### config.mk
export PLATFORM = sky130hd
export DESIGN_NAME = sw_conditioner
export DESIGN_NICKNAME = d
export VERILOG_FILES = /design/src/rtl/sw_pkg.sv /design/src/rtl/sw_debounce_bit.sv /design/src/rtl/sw_conditioner.sv
export SDC_FILE = /design/constraint.sdc
export NUM_CORES = 1
export LEC_CHECK = 0
export CORE_MARGIN = 2
export CORE_UTILIZATION = 53
export CTS_CLUSTER_SIZE = 8
export DETAILED_ROUTE_END_ITERATION = 10
export PLACE_DENSITY = 0.85
export SYNTH_ARGS = -nofsm -noshare
export SYNTH_HDL_FRONTEND = slang
export SYNTH_SLANG_ARGS = --single-unit
### constraint.sdc
create_clock -name clk -period 1.7 [get_ports clk]
set_clock_uncertainty 0.15 [all_clocks]
set_input_delay 0.34 -clock clk [delete_from_list [all_inputs] [get_ports clk]]
set_output_delay 0.34 -clock clk [all_outputs]
set_load 0.005 [all_outputs]
### src/rtl/sw_pkg.sv
// Shared types and default parameters for the slide-switch conditioner.
// The FSM encoding lives here so the top level and any future consumers agree on it.
package sw_pkg;

  typedef enum logic [1:0] {
    IDLE     = 2'd0,
    HOLD     = 2'd1,
    WAIT_LOW = 2'd2
  } sw_state_t;

  localparam int DEF_DEBOUNCE_CYCLES = 3;
  localparam int DEF_SW_W            = 10;
  localparam int DEF_DATA_W          = 8;
  localparam int DEF_STROBE_BIT      = 8;

  // A one-cycle debounce still needs a 1-bit counter to keep the port width legal.
  function automatic int cnt_width(input int cycles);
    return (cycles > 1) ? $clog2(cycles) : 1;
  endfunction

endpackage

### src/rtl/sw_debounce_bit.sv
// One switch bit: two-flop synchroniser followed by a saturating-compare debouncer.
// The clean value flips only after DEBOUNCE_CYCLES consecutive disagreeing samples.
module sw_debounce_bit
  import sw_pkg::*;
#(
  parameter int DEBOUNCE_CYCLES = DEF_DEBOUNCE_CYCLES
) (
  input  logic clk,
  input  logic reset,
  input  logic sw_in,
  output logic clean
);

  localparam int                CNT_W    = cnt_width(DEBOUNCE_CYCLES);
  localparam logic [CNT_W-1:0]  CNT_LAST = CNT_W'(DEBOUNCE_CYCLES - 1);

  logic             s1_q, s1_d;
  logic             s2_q, s2_d;
  logic [CNT_W-1:0] cnt_q, cnt_d;
  logic             clean_q, clean_d;

  always_comb begin
    s1_d    = sw_in;
    s2_d    = s1_q;
    cnt_d   = cnt_q;
    clean_d = clean_q;
    // Any sample agreeing with the clean value restarts the run, so glitches never accumulate.
    if (s2_q == clean_q) begin
      cnt_d = '0;
    end else if (cnt_q == CNT_LAST) begin
      clean_d = s2_q;
      cnt_d   = '0;
    end else begin
      cnt_d = cnt_q + CNT_W'(1);
    end
  end

  always_ff @(posedge clk) begin
    if (reset) begin
      s1_q    <= 1'b0;
      s2_q    <= 1'b0;
      cnt_q   <= '0;
      clean_q <= 1'b0;
    end else begin
      s1_q    <= s1_d;
      s2_q    <= s2_d;
      cnt_q   <= cnt_d;
      clean_q <= clean_d;
    end
  end

  assign clean = clean_q;

endmodule

### src/rtl/sw_conditioner.sv
// Switch front end: per-bit debounce, strobe edge detect and a valid/ack byte holder.
// Each clean strobe rise is captured once; rises while a byte is still held set a sticky overrun.
module sw_conditioner
  import sw_pkg::*;
#(
  parameter int DEBOUNCE_CYCLES = DEF_DEBOUNCE_CYCLES,
  parameter int SW_W            = DEF_SW_W,
  parameter int DATA_W          = DEF_DATA_W,
  parameter int STROBE_BIT      = DEF_STROBE_BIT
) (
  input  logic              clk,
  input  logic              reset,
  input  logic [SW_W-1:0]   SW,
  input  logic              ack,
  output logic [SW_W-1:0]   sw_clean,
  output logic [DATA_W-1:0] data,
  output logic              data_valid,
  output logic              overrun
);

  genvar gi;
  generate
    for (gi = 0; gi < SW_W; gi++) begin : g_bit
      sw_debounce_bit #(
        .DEBOUNCE_CYCLES(DEBOUNCE_CYCLES)
      ) u_bit (
        .clk   (clk),
        .reset (reset),
        .sw_in (SW[gi]),
        .clean (sw_clean[gi])
      );
    end
  endgenerate

  sw_state_t         state_q, state_d;
  logic              strobe_q, strobe_d;
  logic [DATA_W-1:0] data_q, data_d;
  logic              valid_q, valid_d;
  logic              overrun_q, overrun_d;
  logic              strobe_rise;

  assign strobe_rise = sw_clean[STROBE_BIT] & ~strobe_q;

  always_comb begin
    state_d   = state_q;
    strobe_d  = sw_clean[STROBE_BIT];
    data_d    = data_q;
    valid_d   = valid_q;
    overrun_d = overrun_q;
    case (state_q)
      IDLE: begin
        if (strobe_rise) begin
          data_d  = sw_clean[DATA_W-1:0];
          valid_d = 1'b1;
          state_d = HOLD;
        end
      end
      HOLD: begin
        // The held byte stays frozen; a fresh rise only raises the overrun flag.
        if (strobe_rise) begin
          overrun_d = 1'b1;
        end
        if (ack) begin
          valid_d = 1'b0;
          state_d = sw_clean[STROBE_BIT] ? WAIT_LOW : IDLE;
        end
      end
      WAIT_LOW: begin
        if (!sw_clean[STROBE_BIT]) begin
          state_d = IDLE;
        end
      end
      default: begin
        state_d = IDLE;
      end
    endcase
  end

  always_ff @(posedge clk) begin
    if (reset) begin
      state_q   <= IDLE;
      strobe_q  <= 1'b0;
      data_q    <= '0;
      valid_q   <= 1'b0;
      overrun_q <= 1'b0;
    end else begin
      state_q   <= state_d;
      strobe_q  <= strobe_d;
      data_q    <= data_d;
      valid_q   <= valid_d;
      overrun_q <= overrun_d;
    end
  end

  assign data       = data_q;
  assign data_valid = valid_q;
  assign overrun    = overrun_q;

endmodule

* Yosys cells after proc, flatten, opt, wreduce, memory -nomap -nowiden
Cells that the tools add are included.
Widths: inputs -> output; s select.
** Storage, ports and cells
- Register bits after elaboration :: 63
- Bits of input ports :: 13
- Output and inout port bits :: 20
- Word-level logic and storage cells :: 126
** Cells by class
- Add/sub/neg operators :: 10
- Eq/ne operators :: 25
- Muxes and demuxes :: 8
- Bitwise logic cells :: 12
- Reductions and logical operators :: 26
** Operator list (count)
- $reduce_or 3->1 :: 10
- $reduce_and 2->1 :: 12
- $eq 2x2->1 const B :: 11
- $add 2x1->2 const B :: 10
- $not 1->1 :: 11
- $eq 1x1->1 :: 10
- $mux 2 :: 4
- $ne 2x2->1 const B :: 3
- $pmux 2 s3 :: 1
- $reduce_and 3->1 :: 2
- $eq 2x1->1 const B :: 1
- $logic_not 2->1 :: 1
- $mux 1 :: 2
- $pmux 1 s2 :: 1
- $reduce_bool 2->1 :: 1
- $and 1x1->1 :: 1

* Depth between registers and ports, before layout
Gate-level depths: netlist of run 1.
- Depth in word-level cells :: 4
- Mapped depth :: 4
- Gate-level depth less buffers :: 4

* Modules after synthesis
A second synthesis of run 1 with hierarchy kept.
** Second synthesis, totals
- Cells, all modules :: 194
- Area total of the unflattened synthesis :: 2215.9 um2
** Modules (own cells, without submodules)
- sw_debounce_bit :: times used 10, cells an instance 14, area each 163.9 um2, seq. area each 100.1 um2
- sw_conditioner :: times used 1, cells an instance 54, area each 576.8 um2, seq. area each 260.2 um2

* Least setup slack after synthesis of run 1
No wires, ideal clock.
- Path type :: flip-flop to flip-flop
- Start :: reg state_q[0]
- End :: reg data_q[0], in the netlist data[0]
- Library setup time :: 72 ps
- Data arrival time :: 958 ps
- Required time :: 1478 ps
- Setup slack :: 521 ps
- Cell stages (with the launch flop) :: 4
- Buffers on the path :: 1
- Clock period less this slack :: 1179 ps
- Path through :: dfxtp_1 > nor4b_2 > buf_4 > mux2i_1
** On the way
- Word-level cells in the longest chain between the ends :: 2
** Ends and longest elaborated chain
- start: declaration :: line sw_conditioner.sv:35 : sw_state_t state_q, state_d;
- start signal: assignment :: line sw_conditioner.sv:87 : state_q <= state_d;
- $logic_not 2->1 :: line sw_conditioner.sv:50 : case (state_q)
- $reduce_and 2->1 (no line)
- end signal: assignment :: line sw_conditioner.sv:89 : data_q <= data_d;
- end: declaration :: line sw_conditioner.sv:37 : logic [DATA_W-1:0] data_q, data_d;
Every way passes these cells.
A chain may end at the register's enable or synchronous reset.

* Worst setup path after layout of run 1
- Start :: reg valid_q, in the netlist data_valid
- End :: out data_valid
** RTL lines
- start: declaration :: line sw_conditioner.sv:38 : logic valid_q, valid_d;
- start signal: assignment :: line sw_conditioner.sv:90 : valid_q <= valid_d;
- end: declaration :: line sw_conditioner.sv:17 : output logic data_valid,
No word-level cell between the ends.

==> out/qor.csv, run 1 <==
stage,metric,value,unit
outcome,status,"complete, no violations",
drt,first drt pass iteration count,4,
critical_path,Critical Setup Path Class,register to primary output,
timing,fmax,0.6055,GHz
synthesis,top post-synthesis cells by count,"dfxtp_1, nor2b_1, nor4_1, mux2i_1, nand2b_1",
global_route,pin count of the biggest net entering global routing,43,
critical_path,crit path DAT,1.16,ns
pwr,Worst IR Drop VDD,658.1,uV
global_route,vias in the first global route,1325,
global_route,initial antenna violation count,0,
synthesis,Post-Syn Area,2298,um^2
timing,Slew Limit Fails,0,
drt,Routed WL per cell,11.70,um
global_route,global-route wire length before repair,5796,um
timing,Final period util,97.15,%
drt,via count,1435,
synthesis,Async SR Flop Fraction,0,%
flow_run,Max-cap violations,0,
pwr,Leakage,1.133,nW
finish,final net count,263,
die,die area,4880,um^2
critical_path,CP max stage delay,0.50,ns
die,# IOs,33,
timing,minimum clock period after layout,1.652,ns
synthesis,number of synthesized flops with an enable pin,0,
clock_network,worst skew pair latency,0.33,ns
drt,initial drt markers,62,
die,Starting Density,56.25,%
synthesis,sequential area share after synthesis,54.87,%
synthesis,post-synth top area cell,dfxtp_1,
clock_network,CTS buffer count,9,
timing,Setup TNS,0,ns
synthesis,post-synth cell types,20,
die,row cnt,23,
synthesis,syn_nets,231,
timing,worst hold slack,0.2484,ns
synthesis,share of the synthesized area in the top cell type,54.87,%
clock_network,Clock Tree Root,clkbuf_8,
critical_path,cell family with most CP delay,buffers and inverters,
finish,fin area,2860,um^2
die,Core ar.,4086,um^2
min_path,Hold WC Path Type,input pin to register,
critical_path,kind of end point of the critical path,primary output,
die,Die Y,69.86,um
clock_network,CTS tree,yes,
placed_design,Post-DP HPWL,2210,um
timing,final setup vio count,0,
global_route,GRT Util Overall,15.59,%
synthesis,synth top area cells,"dfxtp_1, mux2i_1, nor2b_1",
synthesis,Post-Syn Instances,208,
finish,ratio of cells with drive above 1 in the final layout,15.98,%
critical_path,startpoint types,register,
drt,DR vias/cell,4.881,
drt,DRC,0,
finish,Non-Filler Instances,294,
placed_design,# port buffers,32,
critical_path,Crit path required time,1.21,ns
critical_path,Slowest cell on crit path,clkdlybuf4s50_1,
timing,Worst Tran Pin Value,0.3368,ns
clock_network,# H-tree levels,3,
synthesis,top-count cell post-synth,dfxtp_1,
finish,Layout area overhead,24.44,%
placed_design,Routability Congestion,0.7184,
drt,"antenna viol nets, final",0,
clock_network,Clock transition at path regs,0.07,ns
critical_path,worst path cell trace,clkdlybuf4s50_1,
clock_network,Post-CTS Hold Buffers,0,
synthesis,Yosys reg bits,63,
timing,slew margin rel.,77.24,%
critical_path,WP buf/inv,1,
placed_design,Placed Area,2599,um^2
die,Die X,69.86,um
clock_network,clock sink count,63,
synthesis,Synth Area per Inst,11.05,um^2
timing,final hold vios,0,
synthesis,prevailing post-synth register cell,dfxtp_1,
pwr,power density of the placed cells,1006,nW/um^2
placed_design,Cells after DPL,275,
synthesis,synth warn,0,
drt,Routed WL,3439,um
pwr,post-layout total power,2.878,mW
global_route,total congestion overflow,0,
clock_network,Clock Path Buffers,2,
finish,ANT cells,0,
critical_path,critical path peak fanout,2,
timing,unrepaired setup endpoints after global routing,false,
## path summary, 6_finish.rpt
kind | cells past startpoint | endpoint | slack (ns) | from
worst max register to register | 3 | data[7] | 0.27 | state_q[0]
worst min register to register | 1 | g_bit[5].u_bit.cnt_q[0] | 0.27 | g_bit[5].u_bit.cnt_q[0]
worst min-delay path | 2 | g_bit[8].u_bit.clean | 0.25 | reset
worst max-delay path | 1 | data_valid | 0.05 | data_valid
## registers in the layout, indices dropped and copies added (netlist names)
| register | flops |
|---|---|
| g_bit.u_bit.cnt_q | 20 |
| state_q | 2 |
| overrun | 1 |
| g_bit.u_bit.clean | 10 |
| g_bit.u_bit.s1_q | 10 |
| g_bit.u_bit.s2_q | 10 |
| data | 8 |
| strobe_q | 1 |
| data_valid | 1 |
## cell type report
type | count | area, um^2
timing repair buffer | 39 | 392.9
clock inverter | 4 | 45.04
clock buffer | 11 | 151.4
inverter | 11 | 41.29
sequential | 63 | 1284
fill | 307 | 1226
multi-input combinational | 116 | 883.3
tap | 50 | 62.56
## report_power, final
part           leakage (nW)  internal [mW]  switching [mW]  total (mW)
Sequential            0.520           1.50          0.0115        1.51
Clock                 0.105          0.741           0.523        1.26
Combinational         0.507         0.0582          0.0416      0.0998
Total                  1.13           2.30           0.576        2.88
## stage by stage
step	worst slack (ns)	utilization [%]
floorplan	0.5207	-
global placement	0.2836	63.59
detailed placement	0.2657	63.59
CTS	0.0001992	69.44
global route	0.002146	69.99
finish	0.04837	69.99
## cells by family (layout without fill, tap and decap cells)
| kind of cell | Yosys count | in the layout | synth area share, % |
|---|---|---|---|
| AO/OA/AOI/OAI | 4 | 4 | 1.579 |
| adder cells (fa/ha/maj) | 10 | 10 | 5.444 |
| flip-flops | 63 | 63 | 54.87 |
| AND/OR/NAND/NOR | 74 | 74 | 19.76 |
| XOR/XNOR | 10 | 10 | 3.810 |
| multiplexers | 18 | 18 | 7.839 |
| buffers and inverters | 29 | 65 | 6.695 |
## repair_timing
item / in CTS / in global routing
resized for setup: 13 / 11
setup endpoints to repair: 10 / 10
setup buffers: 4 / 0
gates cloned: 0 / 0
## cell usage in the layout, fill, tap and decap left out, types with 2 or more instances in the layout
cell type | netlist | final
buf_4 | 11 | 6
clkbuf_8 | 0 | 11
clkdlybuf4s50_1 | 0 | 23
clkinv_2 | 0 | 3
dfxtp_1 | 63 | 49
dfxtp_2 | 0 | 12
dfxtp_4 | 0 | 2
dlygate4sd2_1 | 0 | 2
dlymetal6s2s_1 | 0 | 6
ha_1 | 10 | 10
inv_1 | 11 | 11
mux2i_1 | 18 | 18
nand2b_1 | 18 | 18
nor2_1 | 10 | 10
nor2b_1 | 22 | 22
nor4_1 | 20 | 20
xnor2_1 | 10 | 10
## metal layers
| layer | share of wire, % | wire [um] | vias up | GRT usage, % |
|---|---|---|---|---|
| li1 | - | - | 753 | - |
| met1 | 49 | 1669 | 647 | 19.03 |
| met2 | 44 | 1529 | 26 | 23.07 |
| met3 | 3.9 | 135 | 9 | 5.195 |
| met4 | 3.0 | 104 | 0 | 10.90 |
| met5 | 0 | 0 | - | 0 |
Note: power is estimated with default switching activity, not from simulation.
==> inputs of run 2 (changes only) <==
ABC_CLOCK_PERIOD_IN_PS = 1700   (was unset)
==> results of run 2 <==
No change in the layout: final DEF, timing and power equal those of run 1.
==> inputs of run 3 (changes only) <==
GPL_TIMING_DRIVEN = 0   (was unset)
==> out/qor.csv, run 3 (synthesis gave the netlist of run 1 again) <==
stage,metric,value,unit
die,Core ar.,4086,um^2
finish,Reg area,1277,um^2
pwr,power density of the placed cells,906.5,nW/um^2
flow_run,Max-cap violations,0,
critical_path,CP max stage delay,0.50,ns
drt,DRC,0,
timing,final hold vios,0,
placed_design,Post-DP HPWL,2667,um
critical_path,startpoint types,register,
clock_network,Clock Tree Root,clkbuf_8,
finish,final core occ,71.10,%
critical_path,Critical path origin,data[2],
die,# IOs,33,
critical_path,cell family with most CP delay,buffers and inverters,
drt,via count,1541,
drt,"antenna viol nets, final",0,
clock_network,Clock transition at path regs,0.07,ns
critical_path,worst r2r dst,data[2],
timing,Worst Tran Pin Value,0.5457,ns
pwr,Leakage,1.126,nW
drt,DR vias/cell,4.908,
timing,fmax,0.6076,GHz
finish,fillers,284,
critical_path,worst path cell trace,clkdlybuf4s50_1,
critical_path,Critical Setup Path Class,register to primary output,
finish,"commonest non-fill, non-tap cell in the layout",dfxtp_1,
pwr,Worst IR Drop VDD,691.0,uV
critical_path,critical path depth in cells,1,
critical_path,WP buf/inv,1,
global_route,vias in the first global route,1543,
clock_network,# H-tree levels,3,
critical_path,launching point of the worst reg2reg path,g_bit[8].u_bit.clean,
drt,first drt pass iteration count,4,
finish,most frequent cells in the layout,"dfxtp_1, nor2b_1, buf_4, clkdlybuf4s50_1, nor4_1",
global_route,initial antenna violation count,0,
die,Starting Density,56.25,%
timing,Final period util,96.81,%
clock_network,Post-CTS Hold Buffers,0,
clock_network,Clock Path Buffers,2,
timing,minimum clock period after layout,1.646,ns
placed_design,pre-CTS WS,-0.3189,ns
finish,ANT cells,0,
finish,max reg flops,20,
die,Die Y,69.86,um
placed_design,# port buffers,32,
die,Die X,69.86,um
clock_network,CTS buffer count,9,
placed_design,Routability Congestion,0.7109,
timing,final setup vio count,0,
critical_path,crit path DAT,1.16,ns
finish,Layout area overhead,26.40,%
clock_network,clock sink count,63,
timing,slew margin rel.,63.62,%
critical_path,Crit path required time,1.21,ns
finish,Largest Register,g_bit.u_bit.cnt_q,
finish,final net count,284,
global_route,GRT Util Overall,19.15,%
min_path,Hold WC Path Type,register to register,
global_route,pin count of the biggest net entering global routing,11,
critical_path,Reg2Reg Depth,4,
clock_network,CTS tree,yes,
outcome,status,"complete, no violations",
finish,ratio of cells with drive above 1 in the final layout,18.56,%
drt,Routed WL per cell,13.09,um
timing,Slew Limit Fails,0,
finish,area occupied by multi-input gates,883.3,um^2
timing,post-route setup slack,0.05426,ns
timing,unrepaired setup endpoints after global routing,false,
drt,initial drt markers,96,
global_route,total congestion overflow,0,
drt,Routed WL,4111,um
critical_path,Reg2Reg Setup Slack,0.31,ns
die,die area,4880,um^2
critical_path,kind of end point of the critical path,primary output,
critical_path,Slowest cell on crit path,clkdlybuf4s50_1,
critical_path,critical path peak fanout,2,
global_route,global-route wire length before repair,7224,um
clock_network,worst skew pair latency,0.32,ns
critical_path,Setup crit end,data[2],
die,row cnt,23,
[run 3: cell types whose count changed in the layout (fill, tap and decap cells not counted), moves of 2 or more]
cell / delta
clkbuf_8: -2
dfxtp_1: +3
clkdlybuf4s50_1: -2
buf_4: +15
dlygate4sd2_1: +9
buf_2: +2
dfxtp_2: -2
clkbuf_1: +6
dlymetal6s2s_1: -6
[run 3: timing repair]
item / CTS / global route
setup buffers: 10 / 0
resized for setup: 22 / 3
endpoints found under the setup margin: 11 / 11
[run 3: worst min-delay path by stage]
stage                                  startpoint                      end  slack [ns]  depth (start not counted)
after floorplan           g_bit[0].u_bit.cnt_q[0]  g_bit[0].u_bit.cnt_q[0]        0.25                          1
after global placement    g_bit[2].u_bit.cnt_q[0]  g_bit[2].u_bit.cnt_q[0]        0.26                          1
after detailed placement  g_bit[9].u_bit.cnt_q[0]  g_bit[9].u_bit.cnt_q[0]        0.26                          1
after CTS                 g_bit[9].u_bit.cnt_q[0]  g_bit[9].u_bit.cnt_q[0]        0.27                          1
after global routing      g_bit[2].u_bit.cnt_q[0]  g_bit[2].u_bit.cnt_q[0]        0.29                          1
final                     g_bit[9].u_bit.cnt_q[0]  g_bit[9].u_bit.cnt_q[0]        0.27                          1
[run 3: routing by layer]
metal	track usage, %	up-vias	share of wire (%)
met5	0	-	0
met4	8.120	0	0.78
met3	4.906	4	3.9
met2	30.79	38	51
met1	24.45	713	44
li1	-	786	-
[run 3: final cells by class]
| type | count | share of cell area, % |
|---|---|---|
| Sequential cell | 63 | 43.97 |
| Tap cell | 50 | 2.153 |
| Multi-Input combinational cell | 116 | 30.40 |
| Buffer | 18 | 3.919 |
| Timing Repair Buffer | 42 | 13.14 |
| Clock inverter | 2 | 0.3445 |
| Inverter | 11 | 1.421 |
| Clock buffer | 12 | 4.651 |
[run 3: where the power goes]
group | internal (mW) | switching (mW)
logic | 0.0582 | 0.0491
clock network | 0.509 | 0.500
registers | 1.50 | 0.0125
[run 3: through the flow]
step / cells / instance area, um^2 / setup TNS, ns / power [mW] / hold slack (ns)
2_1_floorplan: 208 / 2298 / 0 / 1.609 / 0.2485
3_3_place_gp: 290 / 2681 / -6.428 / 1.654 / 0.2589
3_5_place_dp: 290 / 2681 / -6.355 / 1.659 / 0.2635
4_1_cts: 314 / 2903 / 0 / 2.647 / 0.2726
5_1_grt: 314 / 2905 / 0 / 2.745 / 0.2929
6_report: 314 / 2905 / 0 / 2.634 / 0.2686
